$ cat config.mk
export PLATFORM = sky130hd
export DESIGN_NAME = regfile_wr_arbiter_flat
export DESIGN_NICKNAME = d
export VERILOG_FILES = /design/src/rtl/regfile_wr_arbiter_if.sv /design/src/rtl/regfile_wr_arbiter.sv /design/src/flat_wrapper.sv
export SDC_FILE = /design/constraint.sdc
export NUM_CORES = 1
export LEC_CHECK = 0
export ABC_AREA = 0
export CORE_MARGIN = 4
export CORE_UTILIZATION = 44
export CTS_CLUSTER_SIZE = 40
export DETAILED_ROUTE_END_ITERATION = 10
export GPL_TIMING_DRIVEN = 0
export PLACE_DENSITY = 0.86
export RECOVER_POWER = 25
export SLEW_MARGIN = 10
export SYNTH_ARGS = -nofsm -noshare
export SYNTH_HDL_FRONTEND = slang
export SYNTH_SLANG_ARGS = --single-unit
$ cat constraint.sdc
create_clock -name clock__i -period 3.5 [get_ports clock__i]
set_clock_uncertainty 0.15 [all_clocks]
set_input_delay 0.35 -clock clock__i [delete_from_list [all_inputs] [get_ports clock__i]]
set_output_delay 0.35 -clock clock__i [all_outputs]
set_load 0.02 [all_outputs]
$ cat src/rtl/regfile_wr_arbiter_if.sv
// Write-port bundle between the writeback/long-latency producers and the
// register-file write arbiter.
interface regfile_wr_arbiter_if;
    logic        WbValid__i;
    logic [4:0]  WbAddr__i;
    logic [31:0] WbData__i;
    // LL handshake: a result transfers on a cycle where LlValid__i and LlReady__o are both 1.
    logic        LlValid__i;
    logic [4:0]  LlAddr__i;
    logic [31:0] LlData__i;
    logic        LlReady__o;
    logic        RegWrite__o;
    logic [4:0]  AddrRd__o;
    logic [31:0] DataRd__o;
    logic        StallReq__o;
    logic [31:0] PendMask__o;
    logic        ProtoErr__o;

    modport master (
        output WbValid__i, WbAddr__i, WbData__i, LlValid__i, LlAddr__i, LlData__i,
        input  LlReady__o, RegWrite__o, AddrRd__o, DataRd__o, StallReq__o, PendMask__o,
               ProtoErr__o
    );

    modport slave (
        input  WbValid__i, WbAddr__i, WbData__i, LlValid__i, LlAddr__i, LlData__i,
        output LlReady__o, RegWrite__o, AddrRd__o, DataRd__o, StallReq__o, PendMask__o,
               ProtoErr__o
    );
endinterface

$ cat src/rtl/regfile_wr_arbiter.sv
// Shares the register-file write port between pipeline writeback and a queued
// long-latency result stream; queued results drain into idle WB slots.
module regfile_wr_arbiter #(
    parameter int FIFO_DEPTH = 2,
    parameter int MAX_WAIT   = 4
) (
    input logic                 clock__i,
    input logic                 rst_n__i,
    regfile_wr_arbiter_if.slave bus
);
    localparam int PTR_W  = $clog2(FIFO_DEPTH);
    localparam int CNT_W  = PTR_W + 1;
    localparam int WAIT_W = $clog2(MAX_WAIT + 1);

    logic [PTR_W-1:0]      wr_ptr_q, wr_ptr_d, rd_ptr_q, rd_ptr_d;
    logic [CNT_W-1:0]      count_q, count_d;
    logic [FIFO_DEPTH-1:0] valid_q, valid_d;
    logic [4:0]            addr_q [FIFO_DEPTH];
    logic [4:0]            addr_d [FIFO_DEPTH];
    logic [31:0]           data_q [FIFO_DEPTH];
    logic [31:0]           data_d [FIFO_DEPTH];
    logic [WAIT_W-1:0]     wait_q, wait_d;
    logic                  stall_q, stall_d;
    logic                  proto_err_q, proto_err_d;

    logic        empty, full, push, pop, head_win, wb_win;
    logic [4:0]  sel_addr;
    logic [31:0] sel_data;
    logic [31:0] pend;

    always_comb begin
        empty    = (count_q == '0);
        full     = (count_q == CNT_W'(FIFO_DEPTH));
        // Head beats WB only when stalling; otherwise it takes idle WB slots.
        head_win = !empty && (stall_q || !bus.WbValid__i);
        wb_win   = bus.WbValid__i && !head_win;
        push     = bus.LlValid__i && !full;
        pop      = head_win;
        sel_addr = head_win ? addr_q[rd_ptr_q] : bus.WbAddr__i;
        sel_data = head_win ? data_q[rd_ptr_q] : bus.WbData__i;
        pend     = '0;
        for (int i = 0; i < FIFO_DEPTH; i++) begin
            if (valid_q[i]) pend[addr_q[i]] = 1'b1;
        end
        pend[0] = 1'b0;
    end

    always_comb begin
        bus.LlReady__o  = !full;
        bus.AddrRd__o   = sel_addr;
        bus.DataRd__o   = sel_data;
        bus.RegWrite__o = rst_n__i && (head_win || wb_win) && (sel_addr != 5'd0);
        bus.StallReq__o = stall_q;
        bus.PendMask__o = pend;
        bus.ProtoErr__o = proto_err_q;
    end

    always_comb begin
        wr_ptr_d    = wr_ptr_q;
        rd_ptr_d    = rd_ptr_q;
        count_d     = count_q;
        valid_d     = valid_q;
        addr_d      = addr_q;
        data_d      = data_q;
        wait_d      = wait_q;
        stall_d     = stall_q;
        proto_err_d = proto_err_q;

        if (push) begin
            addr_d[wr_ptr_q]  = bus.LlAddr__i;
            data_d[wr_ptr_q]  = bus.LlData__i;
            valid_d[wr_ptr_q] = 1'b1;
            wr_ptr_d          = wr_ptr_q + PTR_W'(1);
        end
        if (pop) begin
            valid_d[rd_ptr_q] = 1'b0;
            rd_ptr_d          = rd_ptr_q + PTR_W'(1);
        end
        case ({push, pop})
            2'b10:   count_d = count_q + CNT_W'(1);
            2'b01:   count_d = count_q - CNT_W'(1);
            default: count_d = count_q;
        endcase

        if (pop || empty)
            wait_d = '0;
        else if (wait_q != WAIT_W'(MAX_WAIT))
            wait_d = wait_q + WAIT_W'(1);

        stall_d = ((wait_q == WAIT_W'(MAX_WAIT - 1)) && !empty && !pop) || (stall_q && !pop);
        // A WB write during a stall with a queued head is dropped and flagged.
        proto_err_d = proto_err_q || (bus.WbValid__i && stall_q && !empty);
    end

    always_ff @(posedge clock__i or negedge rst_n__i) begin
        if (!rst_n__i) begin
            wr_ptr_q    <= '0;
            rd_ptr_q    <= '0;
            count_q     <= '0;
            valid_q     <= '0;
            wait_q      <= '0;
            stall_q     <= 1'b0;
            proto_err_q <= 1'b0;
        end else begin
            wr_ptr_q    <= wr_ptr_d;
            rd_ptr_q    <= rd_ptr_d;
            count_q     <= count_d;
            valid_q     <= valid_d;
            wait_q      <= wait_d;
            stall_q     <= stall_d;
            proto_err_q <= proto_err_d;
        end
    end

    always_ff @(posedge clock__i) begin
        addr_q <= addr_d;
        data_q <= data_d;
    end
endmodule

$ cat src/flat_wrapper.sv
// flat-port wrapper written by rule: the top's interface ports become plain ports
module regfile_wr_arbiter_flat 
#(
    parameter int FIFO_DEPTH = 2,
    parameter int MAX_WAIT   = 4
)
  (clock__i, rst_n__i, bus_WbValid__i, bus_WbAddr__i, bus_WbData__i, bus_LlValid__i, bus_LlAddr__i, bus_LlData__i, bus_LlReady__o, bus_RegWrite__o, bus_AddrRd__o, bus_DataRd__o, bus_StallReq__o, bus_PendMask__o, bus_ProtoErr__o);
  regfile_wr_arbiter_if bus_i ();
  input logic clock__i;
  input logic rst_n__i;
  input wire logic [$bits(bus_i.WbValid__i)-1:0] bus_WbValid__i;
  input wire logic [$bits(bus_i.WbAddr__i)-1:0] bus_WbAddr__i;
  input wire logic [$bits(bus_i.WbData__i)-1:0] bus_WbData__i;
  input wire logic [$bits(bus_i.LlValid__i)-1:0] bus_LlValid__i;
  input wire logic [$bits(bus_i.LlAddr__i)-1:0] bus_LlAddr__i;
  input wire logic [$bits(bus_i.LlData__i)-1:0] bus_LlData__i;
  output wire logic [$bits(bus_i.LlReady__o)-1:0] bus_LlReady__o;
  output wire logic [$bits(bus_i.RegWrite__o)-1:0] bus_RegWrite__o;
  output wire logic [$bits(bus_i.AddrRd__o)-1:0] bus_AddrRd__o;
  output wire logic [$bits(bus_i.DataRd__o)-1:0] bus_DataRd__o;
  output wire logic [$bits(bus_i.StallReq__o)-1:0] bus_StallReq__o;
  output wire logic [$bits(bus_i.PendMask__o)-1:0] bus_PendMask__o;
  output wire logic [$bits(bus_i.ProtoErr__o)-1:0] bus_ProtoErr__o;
  assign bus_i.WbValid__i = bus_WbValid__i;
  assign bus_i.WbAddr__i = bus_WbAddr__i;
  assign bus_i.WbData__i = bus_WbData__i;
  assign bus_i.LlValid__i = bus_LlValid__i;
  assign bus_i.LlAddr__i = bus_LlAddr__i;
  assign bus_i.LlData__i = bus_LlData__i;
  assign bus_LlReady__o = bus_i.LlReady__o;
  assign bus_RegWrite__o = bus_i.RegWrite__o;
  assign bus_AddrRd__o = bus_i.AddrRd__o;
  assign bus_DataRd__o = bus_i.DataRd__o;
  assign bus_StallReq__o = bus_i.StallReq__o;
  assign bus_PendMask__o = bus_i.PendMask__o;
  assign bus_ProtoErr__o = bus_i.ProtoErr__o;
  regfile_wr_arbiter #(.FIFO_DEPTH(FIFO_DEPTH), .MAX_WAIT(MAX_WAIT)) u_core (.clock__i(clock__i), .rst_n__i(rst_n__i), .bus(bus_i));
endmodule
* Word level (Yosys, flattened, before mapping)
Cells that the tools add are included.
** Storage, ports and cells
- Bits in registers :: 85
- Output and inout port bits :: 73
- Input bits :: 78
- Word-level logic and storage cells :: 95
** Operators by class
- Reductions and logical operators :: 28
- Add/sub/neg operators :: 5
- Bitwise gates (word level) :: 6
- Order comparisons :: 11
- Muxes and demuxes :: 29
- Eq/ne operators :: 5
** Operator list (count)
- $mux 32 :: 7
- $bwmux 64 :: 1
- $demux 32 s1 :: 1
- $or 32x32->32 :: 1
- $mux 5 :: 5
- $logic_and 1x1->1 :: 15
- $lt 5x6->1 const B :: 2
- $bwmux 10 :: 1
- $demux 1 s5 :: 2
- $ge 5x1->1 const B :: 2
- $mux 3 :: 2
- $demux 5 s1 :: 1
- $logic_or 1x1->1 :: 5
- $reduce_bool 5->1 :: 1
- $eq 2x2->1 const B :: 2
- $ge 2x2->1 const B :: 2
- $logic_not 1->1 :: 4
- $lt 1x2->1 const B :: 2
- $mux 1 :: 4
- $mux 2 :: 2
- $not 1->2 :: 2
- $pmux 2 s2 :: 1
- $reduce_bool 2->1 :: 2
- $add 3x1->3 const B :: 1
- other kinds (13) :: 16

* Longest topological paths before layout
Gate-level depths: netlist of the first run.
- Word-level depth :: 8
- Depth in mapped cells :: 7
- Gate-level depth less buffers :: 6

* Least setup slack after synthesis of the first run
No wires, ideal clock.
- Kind :: register to register
- Start :: register u_core.count_q[0]
- End :: register u_core.valid_q[0]
- Library setup time :: 0.071 ns
- Arrival :: 2.787 ns
- Buffers on the path :: 0
- Path slack :: 0.492 ns
- Data required time :: 3.279 ns
- Stages on the path, launching flop included :: 5
- Period minus slack after synthesis :: 3.008 ns
- Cell sequence :: dfrtp_1 > nand2b_1 > nand2_1 > nor2_1 > o32a_1
** On the way
- Cells in the longest elaborated chain, start to end :: 6
- Elaborated cells between the ends (all ways) :: 9
- Those cells by class :: eq/ne: 1; mux: 2; bitwise: 1; reduce/logical: 5
** RTL lines
- start, declared :: line regfile_wr_arbiter.sv:16 : logic [CNT_W-1:0] count_q, count_d;
- start signal, assigned :: line regfile_wr_arbiter.sv:107 : count_q <= count_d;
- $eq 2x2->1 * :: line regfile_wr_arbiter.sv:33 : full = (count_q == CNT_W'(FIFO_DEPTH));
- $logic_not 1->1 *
- named net bus_LlReady__o :: line flat_wrapper.sv:17 : output wire logic [$bits(bus_i.LlReady__o)-1:0] bus_LlReady__o;
- $logic_and 1x1->1 * :: line regfile_wr_arbiter.sv:37 : push = bus.LlValid__i && !full;
- $mux 2 * :: line regfile_wr_arbiter.sv:69 : if (push) begin
- $and 2x2->2 (no source line)
- $mux 2 * :: line regfile_wr_arbiter.sv:75 : if (pop) begin
- named net u_core.valid_d[0] :: line regfile_wr_arbiter.sv:17 : logic [FIFO_DEPTH-1:0] valid_q, valid_d;
- end signal, assigned :: line regfile_wr_arbiter.sv:108 : valid_q <= valid_d;
- end, declared :: line regfile_wr_arbiter.sv:17
The timed path passes the listed nets; every way through them passes the cells marked *.
A chain may end at the register's enable or synchronous reset.

* Worst setup path in the final report of the first run
- Start :: input port bus_WbValid__i
- End :: output port bus_DataRd__o[2]
** On the way
- Cells in the longest elaborated chain, start to end :: 4
** RTL lines
- start, declared :: line flat_wrapper.sv:11 : input wire logic [$bits(bus_i.WbValid__i)-1:0] bus_WbValid__i;
- $logic_not 1->1 :: line regfile_wr_arbiter.sv:35 : head_win = !empty && (stall_q || !bus.WbValid__i);
- $logic_or 1x1->1 :: line regfile_wr_arbiter.sv:35
- $logic_and 1x1->1 :: line regfile_wr_arbiter.sv:35
- $mux 32 :: line regfile_wr_arbiter.sv:40 : sel_data = head_win ? data_q[rd_ptr_q] : bus.WbData__i;
- end, declared :: line flat_wrapper.sv:20 : output wire logic [$bits(bus_i.DataRd__o)-1:0] bus_DataRd__o;
No other way between the ends.

==> metrics.csv, run 1 <==
stage,metric,value,unit
power_and_ir_drop,switch share,0.382,
power_and_ir_drop,cell-internal power,2.55,mW
clocking,clk slew on worst S/H paths,0.08,ns
cells_and_area,"Area growth, synth to finish",46.1,%
power_and_ir_drop,peak supply drop,0.000401,V
synthesis,multiplexer area fraction after synthesis,0.0919,
clocking,CTS Hold Buffers Added,0,
sta,Worst-Margin Slew,0.512,ns
route,drt drc,0,
clocking,Max H-tree Level,3,
worst_setup_path,Crit path largest cell delay,0.66,ns
clocking,CTS root buf,clkbuf_8,
sta,Tcrit/Tclk final,0.832,
synthesis,Syn Nets,406,
synthesis,distinct cell type count after synthesis,34,
grt,GRT Total Usage,0.200,
sta,worst hold margin,0.190,ns
clocking,Max Buffers Root-to-Sink,2,
synthesis,simple logic cell fraction of the synthesized area,0.106,
min_path,worst hold path class,input port to async pin,
synthesis,XOR/XNOR Fraction of Synth Area,0.0130,
worst_setup_path,CP required,3.00,ns
clocking,worst skew pair latency,0.34,ns
sta,Final Max Slew Viols,0,
grt,vias in the first global route,3524,
power_and_ir_drop,Tot Pwr,4.12,mW
place,Place WS,0.566,ns
sta,fmax,0.343,GHz
worst_setup_path,Setup crit start kind,input port,
place,Placer Congestion,0.864,
worst_setup_path,CP Cell Sequence,clkdlybuf4s50_1 > nor2b_2 > nor2_2 > buf_4 > buf_4 > a21oi_1 > clkdlybuf4s50_1,
floorplan,I/O pin count,151,
synthesis,Mapped Area,4030,sq um
sta,endpoints failing hold,0,
power_and_ir_drop,Sw Pwr,1.58,mW
place,PortBufs,149,
route,ANT nets after route,0,
worst_setup_path,worst reg-to-reg setup slack,1.66,ns
floorplan,die height,104,microns
clocking,# resized after CTS,0,
worst_setup_path,FF-to-FF path depth,6,
route,Vias,3309,
grt,first-pass GRT wire length,17.3,mm
power_and_ir_drop,Leak Pwr,2.14,nW
job,max-cap violations,0,
synthesis,post-synthesis adder-cell area fraction,0.0124,
synthesis,"Warnings, synthesis",0,
route,DRT Wirelength,10.8,mm
grt,largest net degree at the start of global routing,33,
sta,RSZ-0062 raised after global routing,false,
sta,worst setup margin,0.588,ns
clocking,number of setup buffers added after CTS,0,
power_and_ir_drop,combinational fraction of design power,0.485,
cells_and_area,post-layout net count,568,
worst_setup_path,Setup Crit Path Kind,input port to output pin,
route,WL per Instance,17.9,microns
worst_setup_path,"Slowest-stage cell, CP",clkdlybuf4s50_1,
worst_setup_path,crit path DAT,2.41,ns
synthesis,Syn Area/Cell,12.4,sq um
power_and_ir_drop,sequential fraction of design power,0.364,
synthesis,main combinational cell family by area after synthesis,compound AO/OA/AOI/OAI gates,
worst_setup_path,worst r2r src,u_core.count_q[0],
clocking,number of buffers created by CTS,9,
worst_setup_path,Max Fanout on Critical Path,10,
floorplan,Initial Util,0.458,
run_status,status,finished clean,
synthesis,top_reg_cell synth,edfxtp_1,
cells_and_area,most frequent cells in the layout,"118 x clkdlybuf4s50_1, 74 x edfxtp_1, 39 x nor2_1",
sta,post-route minimum period,2.91,ns
floorplan,Die Width,104,microns
route,DR vias/cell,5.49,
floorplan,floorplan row count,34,
grt,gr ovfl total,0,
floorplan,Core Area,8810,sq um
power_and_ir_drop,Clock Power Share,0.151,
worst_setup_path,endpoint class of the critical path,output pin,
clocking,CTS Sinks,85,
route,DRT Pass-1 Iters,4,
worst_setup_path,r2r endpoint,u_core.count_q[1],
place,HPWL after detailed placement,8.17,mm
sta,final setup fails,0,
synthesis,Synth Register Bits,85,
synthesis,Synth Area in Compound Gates,0.116,
floorplan,die footprint,10800,sq um
power_and_ir_drop,PwrDens,700,nW/um^2
cells_and_area,"commonest non-fill, non-tap cell in the layout",clkdlybuf4s50_1,
clocking,CTS tree,done,
synthesis,Synth async-reset ratio,0.129,
route,DR iter-0 viols,147,
cells_and_area,layout cells sized above 1,0.0855,
synthesis,post-synthesis sequential area ratio,0.620,
synthesis,Post-synth EDFFs,74,
grt,initial antenna violation count,4,
synthesis,Post-Synthesis Cells,324,
sta,Worst slew margin,0.658,
[synthesized netlist by cell type (all sizes together), types with 5 or more instances]
cell    instances  area share
a21oi          34       0.042
o22ai          31       0.048
dfrtp          11       0.068
mux2i          37       0.092
nand3b         11       0.020
clkbuf          6      0.0056
nor2           41       0.039
buf            17       0.029
inv             5      0.0047
edfxtp         74        0.55
nand2           8      0.0075
nand3          10       0.012
[critical path: cells and delay by family]
family	cells	cell delay, ns
buf+inv	4	1.60
simple gates	2	0.29
compound gates	1	0.16
[layer usage]
layer / track usage / vias to the layer above / share of wire
met2: 0.353 / 165 / 0.50
met5: 0 / - / 0
met3: 0.0603 / 21 / 0.077
met4: 0.0902 / 0 / 0.023
li1: - / 1555 / -
met1: 0.222 / 1568 / 0.40
[area by class of cell]
class	instances	area, sq um
fillers	665	2920
flip-flops and latches	85	2500
repair buffers	151	1530
multi-input cells	211	1380
plain buffers	23	140
well taps	108	135
clock buffers	9	124
clock inverters	7	50.0
inverters	5	18.8
diodes	4	10.0
[power by group through the flow]
stage | sequential (mW) | clock, mW | combinational, mW
floorplan | 1.51 | 0 | 1.20
global placement | 1.52 | 0 | 1.93
detailed placement | 1.52 | 0 | 2.01
CTS | 1.50 | 0.627 | 2.02
global route | 1.53 | 0.679 | 2.15
finish | 1.50 | 0.621 | 2.00
[metrics by stage]
stage,util,std cells,TNS [ns],cell area [sq um]
after floorplan,-,324,0,4030
after global placement,0.642,581,-18.81,5660
after detailed placement,0.648,583,0,5700
after CTS,0.668,599,0,5880
after global routing,0.669,603,0,5890
final,0.669,603,0,5890
[cells by family after synthesis]
group	count (synthesis)
xor gates and xnor gates	6
and+or+nand+nor	85
AOI/OAI and AO/OA	78
muxes	37
buffers and inverters	28
DFF	85
other	1
adders and majority gates	4
[sequential cells by signal, indices dropped and copies added (netlist names)]
register                cells
u_core.rd_ptr_q             1
u_core.valid_q              2
u_core.count_q              2
u_core.bus.StallReq__o      1
u_core.wait_q               3
u_core.addr_q              10
u_core.wr_ptr_q             1
u_core.bus.ProtoErr__o      1
u_core.data_q              64
[worst max-delay path by stage]
| stage | slack, ns | depth (start not counted) | end | start |
|---|---|---|---|---|
| global route | 0.46 | 7 | bus_RegWrite__o | bus_WbValid__i |
| global placement | -0.54 | 4 | u_core.valid_q[0] | bus_LlValid__i |
| finish | 0.59 | 7 | bus_DataRd__o[2] | bus_WbValid__i |
| detailed placement | 0.57 | 7 | bus_DataRd__o[2] | bus_WbValid__i |
| CTS | 0.57 | 7 | bus_DataRd__o[2] | bus_WbValid__i |
| floorplan | 0.49 | 4 | u_core.valid_q[0] | u_core.count_q[0] |
(Power assumes the default switching activity.)
==> run 2, diff against run 1 <==
==> constraint.sdc (replaced) <==
create_clock -name clock__i -period 3.03 [get_ports clock__i]
set_clock_uncertainty 0.15 [all_clocks]
set_input_delay 0.303 -clock clock__i [delete_from_list [all_inputs] [get_ports clock__i]]
set_output_delay 0.303 -clock clock__i [all_outputs]
set_load 0.02 [all_outputs]
==> results of run 2 <==
The final DEF is identical to that of run 1. Status: finished clean.
Main changes from that run: setup slack after placement 0.566 ns -> 0.190 ns; setup slack after layout 0.588 ns -> 0.212 ns; hold slack 0.190 ns -> 0.143 ns; register-to-register setup slack 1.66 ns -> 1.19 ns; total power 4.12 mW -> 4.76 mW; worst IR drop on VDD 0.000401 V -> 0.000463 V
==> run 3, diff against run 2 <==
--- a/config.mk
+++ b/config.mk
@@ -10,7 +10,9 @@
 export CORE_UTILIZATION = 44
 export CTS_CLUSTER_SIZE = 40
 export DETAILED_ROUTE_END_ITERATION = 10
+export GPL_ROUTABILITY_DRIVEN = 0
 export GPL_TIMING_DRIVEN = 0
+export HOLD_SLACK_MARGIN = 0.05
 export PLACE_DENSITY = 0.86
 export RECOVER_POWER = 25
 export SLEW_MARGIN = 10
==> results of run 3 <==
The final DEF is identical to that of run 1. Status: finished clean.
Main changes from that run: setup slack after placement 0.566 ns -> 0.190 ns; setup slack after layout 0.588 ns -> 0.212 ns; hold slack 0.190 ns -> 0.143 ns; register-to-register setup slack 1.66 ns -> 1.19 ns; total power 4.12 mW -> 4.76 mW; worst IR drop on VDD 0.000401 V -> 0.000463 V
==> RTL change 1, RTL diff (config.mk and constraints of run 1) <==
Reset style: synchronous (`rst_n__i`), changed in one clocked block.
--- a/src/rtl/regfile_wr_arbiter.sv
+++ b/src/rtl/regfile_wr_arbiter.sv
@@ -94,3 +94,3 @@
 
-    always_ff @(posedge clock__i or negedge rst_n__i) begin
+    always_ff @(posedge clock__i) begin
         if (!rst_n__i) begin
Behaviour: differs if rst_n__i is asserted again (counterexample within 4 cycles, from zero or initial values and one cycle with rst_n__i low); with rst_n__i held inactive, the same outputs for 4 cycles.
==> RTL change 1 against run 1 <==
Sequential cell count unchanged. Routed wire length decreased by 1.8%. Design area grew 0.74%. Power decreased by 7.2%. Setup slack improved by 0.034 ns. Synthesized area is 0.34% higher. Via count fell by 2.4%. Die area rose by 0.31%. Critical path type unchanged.
==> RTL change 1: results <==
{
  "track_usage_pct": 19.8,
  "placed_cell_area_um2": 5710,
  "ff2ff_setup_slack_ns": 1.27,
  "fin_ws_ns": 0.622,
  "fill_cells": 650,
  "nets": 574,
  "grt_pass1_vias": 3518,
  "p_leak_nw": 2.02,
  "synth_compound_area_share_pct": 11.9,
  "hold_ws_ns": 0.234,
  "synthTopCellsByArea": "edfxtp_1 55%, mux2i_1 9.2%, dfxtp_1 5.4%",
  "async_flop_share_pct": 0,
  "switching_share_pct": 35.4,
  "synth_fa_ha_area_share_pct": 1.24,
  "syn-num-nets": 413,
  "synth_xor_area_share_pct": 1.08,
  "run_status": "finished clean",
  "drtIter0Drc": 117,
  "max_stage_delay_ns": 0.63,
  "netlist_top_cells_count": "74 x edfxtp_1, 39 x nor2_1, 37 x mux2i_1",
  "grt_max_degree": 29,
  "grt_pass1_wl_um": 17200,
  "num_vias": 3229,
  "synth_cell_types": 37,
  "r2r_cells": 9,
  "worstReg2RegEnd": "u_core.count_q[1]",
  "io_buffers": 148,
  "dp_hpwl_um": 8010
}
==> RTL change 1: changes by cell type in the layout (fill, tap and decap cells not counted), moves of 2 or more <==
cell       before  now
o21ai_1         2    0
bufinv_16       0    2
dfxtp_1         0   11
clkbuf_1        6    9
dfrtp_1        11    0
and2_1          4    7
buf_6           2    7
clkbuf_4        0    2
buf_2           7    3
diode_2         4    1
xor2_1          2    0
buf_4           8    3
nor2b_1         0    3
==> RTL change 1: cell families after synthesis <==
family,after synthesis
AO/OA/AOI/OAI,80
XOR/XNOR,5
adder cells (fa/ha/maj),4
buffers and inverters,29
flip-flops,85
multiplexers,37
other,1
AND/OR/NAND/NOR,90
==> RTL change 1: area by class of cell <==
class                      instances  area share [%]
sequential                        85            41.2
timing repair buffer             150            25.6
multi-input combinational        217            24.0
buffer                            24            2.78
tap                              108            2.28
clock buffer                       9            2.09
clock inverter                     7            1.65
inverter                           5           0.316
antenna                            1          0.0422
==> RTL change 1: power by group through the flow <==
| stage | sequential [W] | clock, W | combinational [W] |
|---|---|---|---|
| detailed placement | 0.00138 | 0 | 0.00171 |
| global route | 0.00138 | 0.000821 | 0.00183 |
| finish | 0.00136 | 0.000765 | 0.00170 |
| CTS | 0.00136 | 0.000780 | 0.00172 |
| global placement | 0.00138 | 0 | 0.00165 |
| floorplan | 0.00137 | 0 | 0.00103 |
==> RTL change 1: routing by layer <==
layer | GRT usage, % | vias up | part of all wire, %
met3 | 6.21 | 14 | 8.2
met5 | 0 | - | 0
met2 | 36.5 | 153 | 51
met4 | 6.65 | 0 | 1.4
met1 | 21.5 | 1489 | 39
li1 | - | 1573 | -
==> RTL change 2, RTL diff (config.mk and constraints of run 1) <==
Made on the original files. `FIFO_DEPTH` is set to 2 in 2 places; all go to 8.
--- a/src/rtl/regfile_wr_arbiter.sv
+++ b/src/rtl/regfile_wr_arbiter.sv
@@ -3,3 +3,3 @@
 module regfile_wr_arbiter #(
-    parameter int FIFO_DEPTH = 2,
+    parameter int FIFO_DEPTH = 8,
     parameter int MAX_WAIT   = 4
--- a/src/flat_wrapper.sv
+++ b/src/flat_wrapper.sv
@@ -3,3 +3,3 @@
 #(
-    parameter int FIFO_DEPTH = 2,
+    parameter int FIFO_DEPTH = 8,
     parameter int MAX_WAIT   = 4
Formal check against the unedited RTL: not equivalent (Yosys sat finds a counterexample within 4 cycles, from zero or initial values and one cycle with rst_n__i low).
==> RTL change 2 against run 1 <==
Sequential cell count increased by 234. Design area increased to 3.1 times the old value. Highest routed layer unchanged. Worst hold slack better by 0.023 ns. Routed wire length grew to 4.5 times the old value. Setup slack worse by 0.55 ns. Synthesized area grew to 3.6 times the old value. Largest power group unchanged. Power grew to 3.3 times the old value.
==> RTL change 2: results <==
{
  "run_status": "finished clean",
  "use_met2_pct": 43.9,
  "p_leak_nw": 6.05,
  "synth_top_area_share_pct": 60.9,
  "antenna_found_initial": 1,
  "async_flop_share_pct": 7.21,
  "ff2ff_setup_slack_ns": 0.29,
  "netlist_top_cells_count": "296 x edfxtp_1, 118 x nand2_1, 83 x nor2_1",
  "met3_usage_pct": 4.79,
  "dr_wl_met3_um": 4910,
  "rr_startpoint": "u_core.count_q[2]",
  "post_cts_resized": 87,
  "grt_max_degree": 25,
  "track_usage_pct": 26.3,
  "path_clk_slew_ns": 0.06,
  "reg_top3": "u_core.data_q: 256 flops, u_core.addr_q: 40 flops, u_core.valid_q: 8 flops",
  "route.met2.wl_um": 23800,
  "peakVddDrop_mv": 0.512,
  "synth_edf_count": 296,
  "finalPower_w": 0.0138,
  "synth_compound_area_share_pct": 7.76,
  "placed_cell_area_um2": 16900,
  "post_cts.repair.setup_buffers": 1,
  "clk_latency_ns": 0.54,
  "clockRootBuffer": "clkbuf_16",
  "arrival_ns": 2.96,
  "grt_pass1_vias": 11000,
  "synthTopCellsByArea": "edfxtp_1 61%, mux4_2 10%, dfrtp_1 3.9%",
  "combinationalPowerShare_pct": 39.5,
  "timing.slew.headroom_pct": 40.6,
  "first_pass_iters": 7,
  "vias_per_cell": 6.44,
  "drtIter0Drc": 1375,
  "fill_cells": 2540,
  "clockBufferDepth": 3,
  "p_int_w": 0.00882,
  "drive_above_1_share_pct": 16.3,
  "routabilityCongestion": 1.03,
  "r2r_cells": 11,
  "ys_seq_area_share_pct": 64.8,
  "postSynthCellCount": 1019,
  "synth_fa_ha_area_share_pct": 0.823,
  "place_inst": 1622,
  "synthMuxAreaShare_pct": 12.5,
  "wl_um": 48500,
  "worstReg2RegEnd": "u_core.count_q[3]",
  "grt_pass1_wl_um": 71200,
  "cts_buffers": 29,
  "p_clk_w": 0.00312,
  "stdcell_count": 1677,
  "synth_xor_area_share_pct": 0.480,
  "dp_hpwl_um": 32600,
  "synth_cell_types": 56,
  "syn-num-nets": 1106,
  "cts_htree_levels": 1,
  "met1Wirelength_um": 17700,
  "nets": 1298,
  "grt.met1_usage_pct": 34.4
}
-- RTL change 2: changes by cell type after synthesis, sizes merged, moves of 21 or more --
cell,before,now
nand3,10,32
nor2b,1,22
nor2,41,83
nand2,8,118
a21oi,34,8
edfxtp,74,296
clkbuf,6,35
a31oi,1,35
mux4,0,69
o22ai,31,80
-- RTL change 2: through the flow --
stage | setup slack, ns | hold WS, ns
6_report | 0.0355 | 0.213
5_1_grt | 0.000840 | 0.269
2_1_floorplan | 0.169 | -0.0956
3_5_place_dp | -0.268 | 0.328
3_3_place_gp | -1.57 | 0.310
4_1_cts | 0.0128 | 0.330
-- RTL change 2: worst max path at each step --
stage | start | slack (ns) | depth (start not counted) | end
4_1_cts | u_core.count_q[2] | 0.01 | 7 | bus_DataRd__o[30]
2_1_floorplan | u_core.count_q[3] | 0.17 | 4 | u_core.addr_q[25]
3_5_place_dp | bus_WbValid__i | -0.27 | 7 | bus_DataRd__o[14]
6_report | u_core.count_q[2] | 0.04 | 7 | bus_DataRd__o[18]
3_3_place_gp | bus_LlValid__i | -1.57 | 4 | u_core.data_q[111]
5_1_grt | u_core.count_q[3] | 0.0008 | 7 | bus_DataRd__o[18]
-- RTL change 2: area by class of cell --
class	count	area, um2	area share, %
Clock buffer	38	759	4.23
Inverter	15	56.3	0.313
Sequential cell	319	9460	52.7
Timing Repair Buffer	168	1740	9.68
Clock inverter	16	160	0.892
Tap cell	442	553	3.08
Antenna cell	1	2.50	0.0139
Multi-Input combinational cell	626	4920	27.4
Buffer	52	310	1.73
-- RTL change 2: worst max-delay path, stage by stage, from the launching register on --
cell	delay [ns]
dfrtp_1	0.42
or4_4	0.59
a21boi_4	0.21
buf_4	0.22
buf_4	0.21
buf_4	0.21
a31oi_1	0.21
clkdlybuf4s15_1	0.35
